## src/rtl/agc_monitor_injector.sv

```systemverilog
// Monitor-bus word injector: FIFO-buffered words driven onto MDT during an MT window.
// Optional MONPAR odd-parity drive is built when MDT_PARITY_EN is defined.
module agc_monitor_injector #(
  parameter int FIFO_DEPTH  = 4,
  parameter int T_START     = 1,
  parameter int T_END       = 12,
  parameter int TIMEOUT_CYC = 4096
) (
  input  logic                          SIM_CLK,
  input  logic                          SIM_RST,
  input  logic [15:0]                   wr_data,
  input  logic                          wr_valid,
  output logic                          wr_ready,
  input  logic [11:0]                   mt,
  input  logic                          MGOJAM,
  output logic [15:0]                   mdt,
  output logic                          mdt_drive,
  output logic                          done,
  output logic                          err_timeout,
  output logic                          err_gojam,
  output logic [$clog2(FIFO_DEPTH):0]   fifo_count,
  output logic                          MONPAR
);

  localparam int AW = (FIFO_DEPTH > 1) ? $clog2(FIFO_DEPTH) : 1;
  localparam int CW = $clog2(FIFO_DEPTH) + 1;
  localparam int TW = $clog2(TIMEOUT_CYC + 1);
  localparam logic [CW-1:0] FULL    = CW'(FIFO_DEPTH);
  localparam logic [TW-1:0] TO_LAST = TW'(TIMEOUT_CYC - 1);

  typedef enum logic [1:0] {
    S_IDLE,
    S_WAIT,
    S_DRIVE,
    S_HOLD
  } state_e;

  state_e          state_q;
  logic [15:0]     mem_q [FIFO_DEPTH];
  logic [AW-1:0]   rd_ptr_q;
  logic [AW-1:0]   wr_ptr_q;
  logic [CW-1:0]   count_q;
  logic [CW-1:0]   count_d;
  logic [TW-1:0]   cnt_q;
  logic [11:0]     mt_q;
  logic [15:0]     mdt_q;
  logic            drive_q;
  logic            done_q;
  logic            to_q;
  logic            gj_q;

  logic            rise;
  logic            fall;
  logic            to_hit;
  logic            push;
  logic            pop;
  logic            load;
  logic            clear;
  logic [15:0]     head;
  logic            unused_mt;

  assign rise   = mt[T_START-1] & ~mt_q[T_START-1];
  assign fall   = ~mt[T_END-1] & mt_q[T_END-1];
  assign to_hit = (cnt_q == TO_LAST);
  assign head   = mem_q[rd_ptr_q];

  assign wr_ready = (count_q != FULL);
  assign push     = wr_valid & wr_ready;

  // GOJAM outranks rise, fall and timeout in every active state
  assign load  = (state_q == S_WAIT) & ~MGOJAM & rise;
  assign clear = (state_q == S_DRIVE) & (MGOJAM | fall);
  assign pop   = ((state_q == S_WAIT) & ~MGOJAM & ~rise & to_hit)
               | ((state_q == S_DRIVE) & ~MGOJAM & fall);

  assign unused_mt = ^{mt, mt_q};

  // Occupancy next value for simultaneous push/pop
  always_comb begin
    count_d = count_q;
    unique case ({push, pop})
      2'b10:   count_d = count_q + 1'b1;
      2'b01:   count_d = count_q - 1'b1;
      default: count_d = count_q;
    endcase
  end

  // Word buffer: circular storage with wrapping pointers
  always_ff @(posedge SIM_CLK or posedge SIM_RST) begin
    if (SIM_RST) begin
      for (int i = 0; i < FIFO_DEPTH; i++) mem_q[i] <= '0;
      rd_ptr_q <= '0;
      wr_ptr_q <= '0;
      count_q  <= '0;
    end else begin
      if (push) begin
        mem_q[wr_ptr_q] <= wr_data;
        wr_ptr_q        <= wr_ptr_q + 1'b1;
      end
      if (pop) rd_ptr_q <= rd_ptr_q + 1'b1;
      count_q <= count_d;
    end
  end

  // Previous MT sample for edge detection
  always_ff @(posedge SIM_CLK or posedge SIM_RST) begin
    if (SIM_RST) mt_q <= '0;
    else         mt_q <= mt;
  end

  // Window sequencer with registered bus drive and status pulses
  always_ff @(posedge SIM_CLK or posedge SIM_RST) begin
    if (SIM_RST) begin
      state_q <= S_IDLE;
      cnt_q   <= '0;
      mdt_q   <= '0;
      drive_q <= 1'b0;
      done_q  <= 1'b0;
      to_q    <= 1'b0;
      gj_q    <= 1'b0;
    end else begin
      done_q <= 1'b0;
      to_q   <= 1'b0;
      gj_q   <= 1'b0;
      unique case (state_q)
        S_IDLE: begin
          if (|count_q) begin
            state_q <= S_WAIT;
            cnt_q   <= '0;
          end
        end
        S_WAIT: begin
          if (MGOJAM) begin
            state_q <= S_HOLD;
            gj_q    <= 1'b1;
          end else if (rise) begin
            state_q <= S_DRIVE;
            mdt_q   <= head;
            drive_q <= 1'b1;
          end else if (to_hit) begin
            state_q <= S_IDLE;
            to_q    <= 1'b1;
          end else begin
            cnt_q <= cnt_q + 1'b1;
          end
        end
        S_DRIVE: begin
          if (MGOJAM) begin
            state_q <= S_HOLD;
            mdt_q   <= '0;
            drive_q <= 1'b0;
            gj_q    <= 1'b1;
          end else if (fall) begin
            state_q <= S_IDLE;
            mdt_q   <= '0;
            drive_q <= 1'b0;
            done_q  <= 1'b1;
          end
        end
        S_HOLD: begin
          if (!MGOJAM) begin
            state_q <= S_WAIT;
            cnt_q   <= '0;
          end
        end
        default: state_q <= S_IDLE;
      endcase
    end
  end

`ifdef MDT_PARITY_EN
  logic par_q;

  // Odd parity over MDT01..MDT15, loaded and cleared alongside mdt
  always_ff @(posedge SIM_CLK or posedge SIM_RST) begin
    if (SIM_RST)    par_q <= 1'b0;
    else if (load)  par_q <= ~^head[14:0];
    else if (clear) par_q <= 1'b0;
  end

  assign MONPAR = par_q;
`else
  assign MONPAR = 1'b0;
`endif

  assign mdt         = mdt_q;
  assign mdt_drive   = drive_q;
  assign done        = done_q;
  assign err_timeout = to_q;
  assign err_gojam   = gj_q;
  assign fifo_count  = count_q;

endmodule
```

## config.mk

```make
export PLATFORM = sky130hd
export DESIGN_NAME = agc_monitor_injector
export DESIGN_NICKNAME = d
export VERILOG_FILES = /design/src/rtl/agc_monitor_injector.sv
export SDC_FILE = /design/constraint.sdc
export NUM_CORES = 1
export LEC_CHECK = 0
export CAP_MARGIN = 30
export CORE_MARGIN = 8
export CORE_UTILIZATION = 40
export DETAILED_ROUTE_END_ITERATION = 6
export HOLD_SLACK_MARGIN = 0.12
export PLACE_DENSITY = 0.65
export SKIP_LAST_GASP = 1
export SYNTH_ARGS = -nofsm -noshare
export SYNTH_HDL_FRONTEND = slang
export SYNTH_SLANG_ARGS = --single-unit
```

## constraint.sdc

```tcl
create_clock -name SIM_CLK -period 6.8 [get_ports SIM_CLK]
set_input_delay 1.36 -clock SIM_CLK [delete_from_list [all_inputs] [get_ports SIM_CLK]]
set_output_delay 1.36 -clock SIM_CLK [all_outputs]
set_load 0.01 [all_outputs]
```

==> impl_results.md, run 1 <==
* Number of core rows at 41
* Multi-input gate area at ~2100 sq um
* Layout cells sized above 1 at approximately 27%
* RSZ-0062 raised after global routing: no
* Post-DP Area at roughly 5600 sq um
* Critical path class: input port to flip-flop
* Iter 0 DRT Violations at between 150 and 200
* Register area share after synthesis at 54.0%
* Register area at 2700 sq um
* DIE HEIGHT at 128 microns
* WP buf/inv at 3
* CTS Root Cell: clkbuf_16
* Syn Inst Count at about 390
* Distinct cells, synth at 49
* Cts-stage hold buffer count at 0
* Routed WL at between 9000 and 10000 microns
* Post-CTS sizing at 0
* CP max stage cell: clkdlybuf4s50_1
* Antenna violations before repair at 0
* Crit Path Max Fanout at 8
* Initial core utilization at between 40% and 50%
* Vias/cell at 5.09
* Status: completed
* TritonCTS clock tree: done
* Setup-failing EPs final at 0
* Largest net degree at the start of global routing at between 70 and 80
* Port-buffer cells at 45
* Fillers at between 1000 and 1500
* Minimum clock period at approximately 3.4 ns
* Core Region at around 12000 sq um
* Slew Limit Fails at 0
* Synth Register Bits at about 110
* First-pass GRT wire length at 16800 microns
* Inserted Clock Buffers at 9
* Number of routed nets with antenna violations at 0
* Setup TNS Final at 0 ns
* DRC Markers at 0
* CP top delay family: buffers and inverters
* Ys flop type: dfrtp_1
* Hold/Removal Path Class: flip-flop to flip-flop
* Yosys top cell by area: dfrtp_1
* Die area at between 15000 and 20000 sq um
* Share of the synthesized area in the top cell type at between 50% and 60%
* Reg clk slew, reported paths at about 0.080 ns
* Slew @ Worst Pin at ~0.89 ns
* Worst Slack Setup Final at around 3.4 ns
* Critical path launch point type: input port
* Fmax at ~290 MHz
* EDFF count, synth at 0
* Fin nets at approximately 470
* Fin util at 47.5%
* Wire length per cell at about 16 microns
* Via count at 3062
* Gr ovfl total at 0
* Ports at between 50 and 60
* Htree depth at 3
* Overall power at 2.65 mW
* Vias in the first global route at between 3000 and 4000
* Clk_lat worst skew at between 0.3 and 0.4 ns
* Die W at between 100 and 150 microns
* CTS Buffer Depth at 2
* Synth area leaders: dfrtp_1 54%, mux2_2 14%, mux4_2 7.2%
* Sink Count at about 110
* Max-slew headroom at just over 40%
* Total of max-cap violations at 0
* Final Hold Vio Count at 0
* Final Skew at about 0.0064 ns
* Synth-to-layout area growth at 17.7%
* Drt pass-1 iters at 4
* HPWL Detailed at 6500 microns
* Synthesized area per cell at approximately 13 sq um
* Ant. Diodes at 0
* Post-CTS Setup Repair Bufs at 0
* Synthesized cell area at ~5000 sq um
* Fin area at between 5000 and 6000 sq um
* Peak supply drop at about 180 uV
* CP required at roughly 7.1 ns
* CP cell instances: clkdlybuf4s50_1 > nor4bb_1 > inv_1 > o31ai_4 > ha_1 > inv_1 > fa_1 > xor2_1 > nor2_1 > xor2_1
* Mapped Nets at 430
* CP Capture Type: flip-flop
* Power per standard cell area at ~450 nW/um^2
* Most numerous cell in the Yosys netlist: dfrtp_1
* Pre-CTS setup slack at 3.03 ns
* GP Congestion at roughly 0.75
* Slowest Stage Delay on Critical Path at 0.54 ns
* FFs w/ async S/R, synth at 100%
* Yosys warns at 0
* CP arrival at roughly 3.7 ns
* Leakage power at approximately 2.4 nW
* Post-synth top cells: 108 x dfrtp_1, 64 x mux2_2, 36 x nand2_1, 24 x o21ai_0, 19 x nand2b_1
* All-Layer GR Usage at 13.0%
* Part of the cycle the worst path needs at around half
sequential cells by signal (all words and copies together) (netlist names):
name,count
state_q,2
wr_ptr_q,2
fifo_count,3
mdt,16
err_timeout,1
mt_q,2
mdt_drive,1
cnt_q,13
rd_ptr_q,2
mem_q,64
err_gojam,1
done,1
where the power goes:
part / switching, mW / total [mW] / internal, mW
Combinational: 0.448 / 1.03 / 0.583
Clock: 0.259 / 0.522 / 0.262
Sequential: 0.169 / 1.10 / 0.927
Total: 0.877 / 2.65 / 1.77
cells by family (layout without fill, tap and decap cells):
kind of cell,after synthesis,count (layout),synth area share (%)
AOI/OAI and AO/OA,50,50,6.10
xor gates and xnor gates,6,6,1.05
adders and majority gates,12,12,3.15
buffers and inverters,33,77,3.25
DFF,108,108,54.0
muxes,83,83,22.3
other,1,1,0.0749
and+or+nand+nor,93,93,10.1
placed cells by master, fill, tap and decap left out, drive strengths merged, types with 11 or more instances in the layout:
cell type,count
nand2,36
inv,17
mux2,65
dfrtp,108
o21ai,29
nand2b,19
ha,11
mux4,16
clkdlybuf4s50,45
through the flow:
| stage | cells | hold WS, ns |
|---|---|---|
| CTS | 602 | 0.492 |
| floorplan | 386 | 0.471 |
| global route | 602 | 0.523 |
| finish | 602 | 0.483 |
| detailed placement | 586 | 0.473 |
| global placement | 586 | 0.467 |
routing by layer:
layer  vias up  GRT usage [%]  share of wire, %
met1      1574           15.7                45
met3         9           2.87               3.5
met4         0           5.31               1.5
met2        31           22.0                50
li1       1448              -                 -
met5         -              0                 0
path summary, 6_finish.rpt:
kind | start | endpoint | slack [ns] | depth (start not counted)
setup / recovery | MGOJAM | fifo_count[2] | 3.40 | 10
hold / removal | mdt[5] | mdt[5] | 0.48 | 2
setup reg to reg | state_q[0] | fifo_count[2] | 3.73 | 11
hold reg to reg | mdt[5] | mdt[5] | 0.48 | 2
max in group asynchronous | SIM_RST | mdt[15] | 4.14 | 3
min in group asynchronous | SIM_RST | cnt_q[10] | 1.40 | 2
worst min-delay path, cell delays in order, from the launching register on:
cell and delay [ns]:
dfrtp_1 0.35, nand2_1 0.04, o21ai_0 0.06
area by class of cell:
type                    instances  share of cell area (%)
inverters                      13                   0.870
repair buffers                 48                    8.02
clock buffers                   9                    3.82
clock inverters                 7                    1.34
flip-flops and latches        108                    45.8
multi-input cells             245                    36.5
well taps                     172                    3.65
Note: power is estimated with default switching activity, not from simulation.
==> inputs of run 2 (changes only) <==
--- a/config.mk
+++ b/config.mk
@@ -10,7 +10,7 @@
 export CORE_UTILIZATION = 40
 export DETAILED_ROUTE_END_ITERATION = 6
 export HOLD_SLACK_MARGIN = 0.12
-export PLACE_DENSITY = 0.65
+export PLACE_DENSITY = 0.67
 export SKIP_LAST_GASP = 1
 export SYNTH_ARGS = -nofsm -noshare
 export SYNTH_HDL_FRONTEND = slang
==> constraint.sdc (replaced) <==
create_clock -name SIM_CLK -period 2.97 [get_ports SIM_CLK]
set_input_delay 0.594 -clock SIM_CLK [delete_from_list [all_inputs] [get_ports SIM_CLK]]
set_output_delay 0.594 -clock SIM_CLK [all_outputs]
set_load 0.01 [all_outputs]
==> run 2 against run 1 <==
Clock skew is essentially flat; sequential cell count is the same; critical path depth is the same; cell count grew 1.8%; worst setup slack lost 3.1 ns; critical endpoint unchanged.
==> impl_results.md, run 2 (synthesis results as in run 1) <==
* Total of max-cap violations at 0 (unchanged)
* Slowest Stage Delay on Critical Path at 0.47 ns (-0.07 ns)
* Inserted Clock Buffers at 9 (unchanged)
* Port-buffer cells at 45 (unchanged)
* CP required at 3.23 ns (-3.84 ns)
* Part of the cycle the worst path needs at 90.8%
* Most flops, register: mem_q
* Antenna violations before repair at 0 (unchanged)
* CP arrival at 2.96 ns (-0.71 ns)
* Post-DP Area at 5690 sq um (+1.7%)
* Combinational fraction of design power at 39.2% (+0.3 points)
* Htree depth at 3 (unchanged)
* RSZ-0062 raised after global routing: no
* Setup TNS Final at 0 ns (unchanged)
* Die area at 16400 sq um (unchanged)
* Hold/Removal Path Class: flip-flop to flip-flop
* Fin util at 48.3% (+0.80 points)
* Die W at 128 microns (unchanged)
* CP cell instances: ha_1 > nand4_1 > or4_4 > o31ai_4 > ha_1 > inv_1 > fa_1 > xor2_1 > nor2_1 > xor2_1
* Fin nets at 480 (+2.3%)
* Seq pwr share at 40.8% (-0.6 points)
* Peak supply drop at 377 uV (+110%)
* Power per standard cell area at 1030 nW/um^2 (+130%)
* CP max stage cell: or4_4
* Critical path launch point type: flip-flop
* Ports at 57 (unchanged)
* Iter 0 DRT Violations at 184 (+21%)
* Post-CTS sizing at 0 (unchanged)
* Vias/cell at 5.06 (-0.54%)
* Largest net degree at the start of global routing at 65 (-9.7%)
* Vias in the first global route at 3260 (-2.2%)
* DIE HEIGHT at 128 microns (unchanged)
* CP Capture Type: flip-flop
* Commonest non-fill, non-tap cell in the layout: dfrtp_1
* Ant. Diodes at 0 (unchanged)
* HPWL Detailed at 6660 microns (+2.3%)
* Clk_lat worst skew at 0.34 ns (about the same)
* CTS Buffer Depth at 2 (unchanged)
* Met2 WL at 4920 microns (-0.83%)
* Gr ovfl total at 0 (unchanged)
* Status: completed
* Most frequent cells in the layout: 108 x dfrtp_1, 64 x mux2_2, 45 x clkdlybuf4s50_1, 36 x nand2_1, 24 x o21ai_0
* Max-slew headroom at 42.6% (+2.0 points)
* Final Hold Vio Count at 0 (unchanged)
* Sw frac at 32.3% (-0.76 points)
* Core Region at 12400 sq um (unchanged)
* Post-CTS Setup Repair Bufs at 0 (unchanged)
* Fmax at approximately 370 MHz
* Max reg flops at 64 (unchanged)
* Sink Count at 108 (unchanged)
* Fin area at 5990 sq um (+1.7%)
* Cts-stage hold buffer count at 0 (unchanged)
* Slew Limit Fails at 0 (unchanged)
* Clock network power share at 20.0% (+0.3 points)
* Via count at 3101 (+1.3%)
* Internal power at 4.17 mW (+140%)
* Net Switching at 1.99 mW (+130%)
* DRC Markers at 0 (unchanged)
* Wire length per cell at 16.0 microns (-2.0%)
* Final Skew at 0.00613 ns (-0.000259 ns)
* Drt pass-1 iters at 5 (+1)
* Initial core utilization at 40.3% (unchanged)
* Met1 WL at 4380 microns (-0.43%)
* TritonCTS clock tree: done
* Slew @ Worst Pin at 0.862 ns (-0.0301 ns)
* Number of routed nets with antenna violations at 0 (unchanged)
* Layout cells sized above 1 at 28.6% (+1.6 points)
* Crit Path Max Fanout at 5 (-3)
* Minimum clock period at about 2.7 ns
* Reg clk slew, reported paths at 0.07 ns (about the same)
* CTS Root Cell: clkbuf_16
* First-pass GRT wire length at 16500 microns (-1.8%)
* Overall power at 6.16 mW (+130%)
* Number of core rows at 41 (unchanged)
* All-Layer GR Usage at 12.9% (-0.14 points)
* Setup-failing EPs final at 0 (unchanged)
* Leakage power at 2.50 nW (+2.1%)
* Synth-to-layout area growth at 19.7%
* GP Congestion at 0.770 (+2.5%)
* Metal3 WL at 359 microns (+3.5%)
* Critical path class: flip-flop to flip-flop
* Top sig layer: met4
* Routed WL at 9840 microns (-0.16%)
run 2: cell type report:
class                   instances  area (sq um)
inverters                      13          52.6
repair buffers                 59           568
fillers                      1090          6420
clock inverters                 6          77.6
multi-input cells             245          2150
clock buffers                  10           229
well taps                     172           215
flip-flops and latches        108          2700
run 2: metal layers:
layer  GRT usage, %  up-vias
met5              0        -
met4           5.38        0
met3           3.29       10
met2           21.2       37
met1           15.7     1585
li1               -     1469
run 2: worst max-delay path: cells and delay by family, from the launching register on:
family | cells | cell delay, ns
adder cells (fa/ha/maj) | 3 | 0.86
flip-flops | 1 | 0.41
AND/OR/NAND/NOR | 3 | 0.72
buffers and inverters | 1 | 0.06
XOR/XNOR | 2 | 0.31
AO/OA/AOI/OAI | 1 | 0.26
run 2: worst paths after layout:
check                         start       endpoint  slack [ns]  cells past startpoint
max reg2reg                cnt_q[0]  fifo_count[2]        0.27                     10
min reg2reg                  mdt[1]         mdt[1]        0.48                      2
max                        cnt_q[0]  fifo_count[2]        0.27                     10
max in group asynchronous   SIM_RST     state_q[1]        1.59                      3
min in group asynchronous   SIM_RST         mdt[6]        0.67                      2
min                          mdt[1]         mdt[1]        0.48                      2
run 2: metrics by stage:
step	std cells	hold slack (ns)	setup slack, ns
2_1_floorplan	386	0.471	0.402
3_3_place_gp	597	0.469	0.145
5_1_grt	613	0.511	0.0722
4_1_cts	613	0.485	0.242
6_report	613	0.482	0.273
3_5_place_dp	597	0.470	0.0968
run 2: power by group through the flow:
| stage | logic, mW | registers, mW | clock network [mW] |
|---|---|---|---|
| 3_5_place_dp | 2.45 | 2.54 | 0 |
| 6_report | 2.41 | 2.51 | 1.23 |
| 2_1_floorplan | 1.78 | 2.45 | 0 |
| 4_1_cts | 2.46 | 2.52 | 1.27 |
| 3_3_place_gp | 2.39 | 2.50 | 0 |
| 5_1_grt | 2.66 | 2.61 | 1.34 |
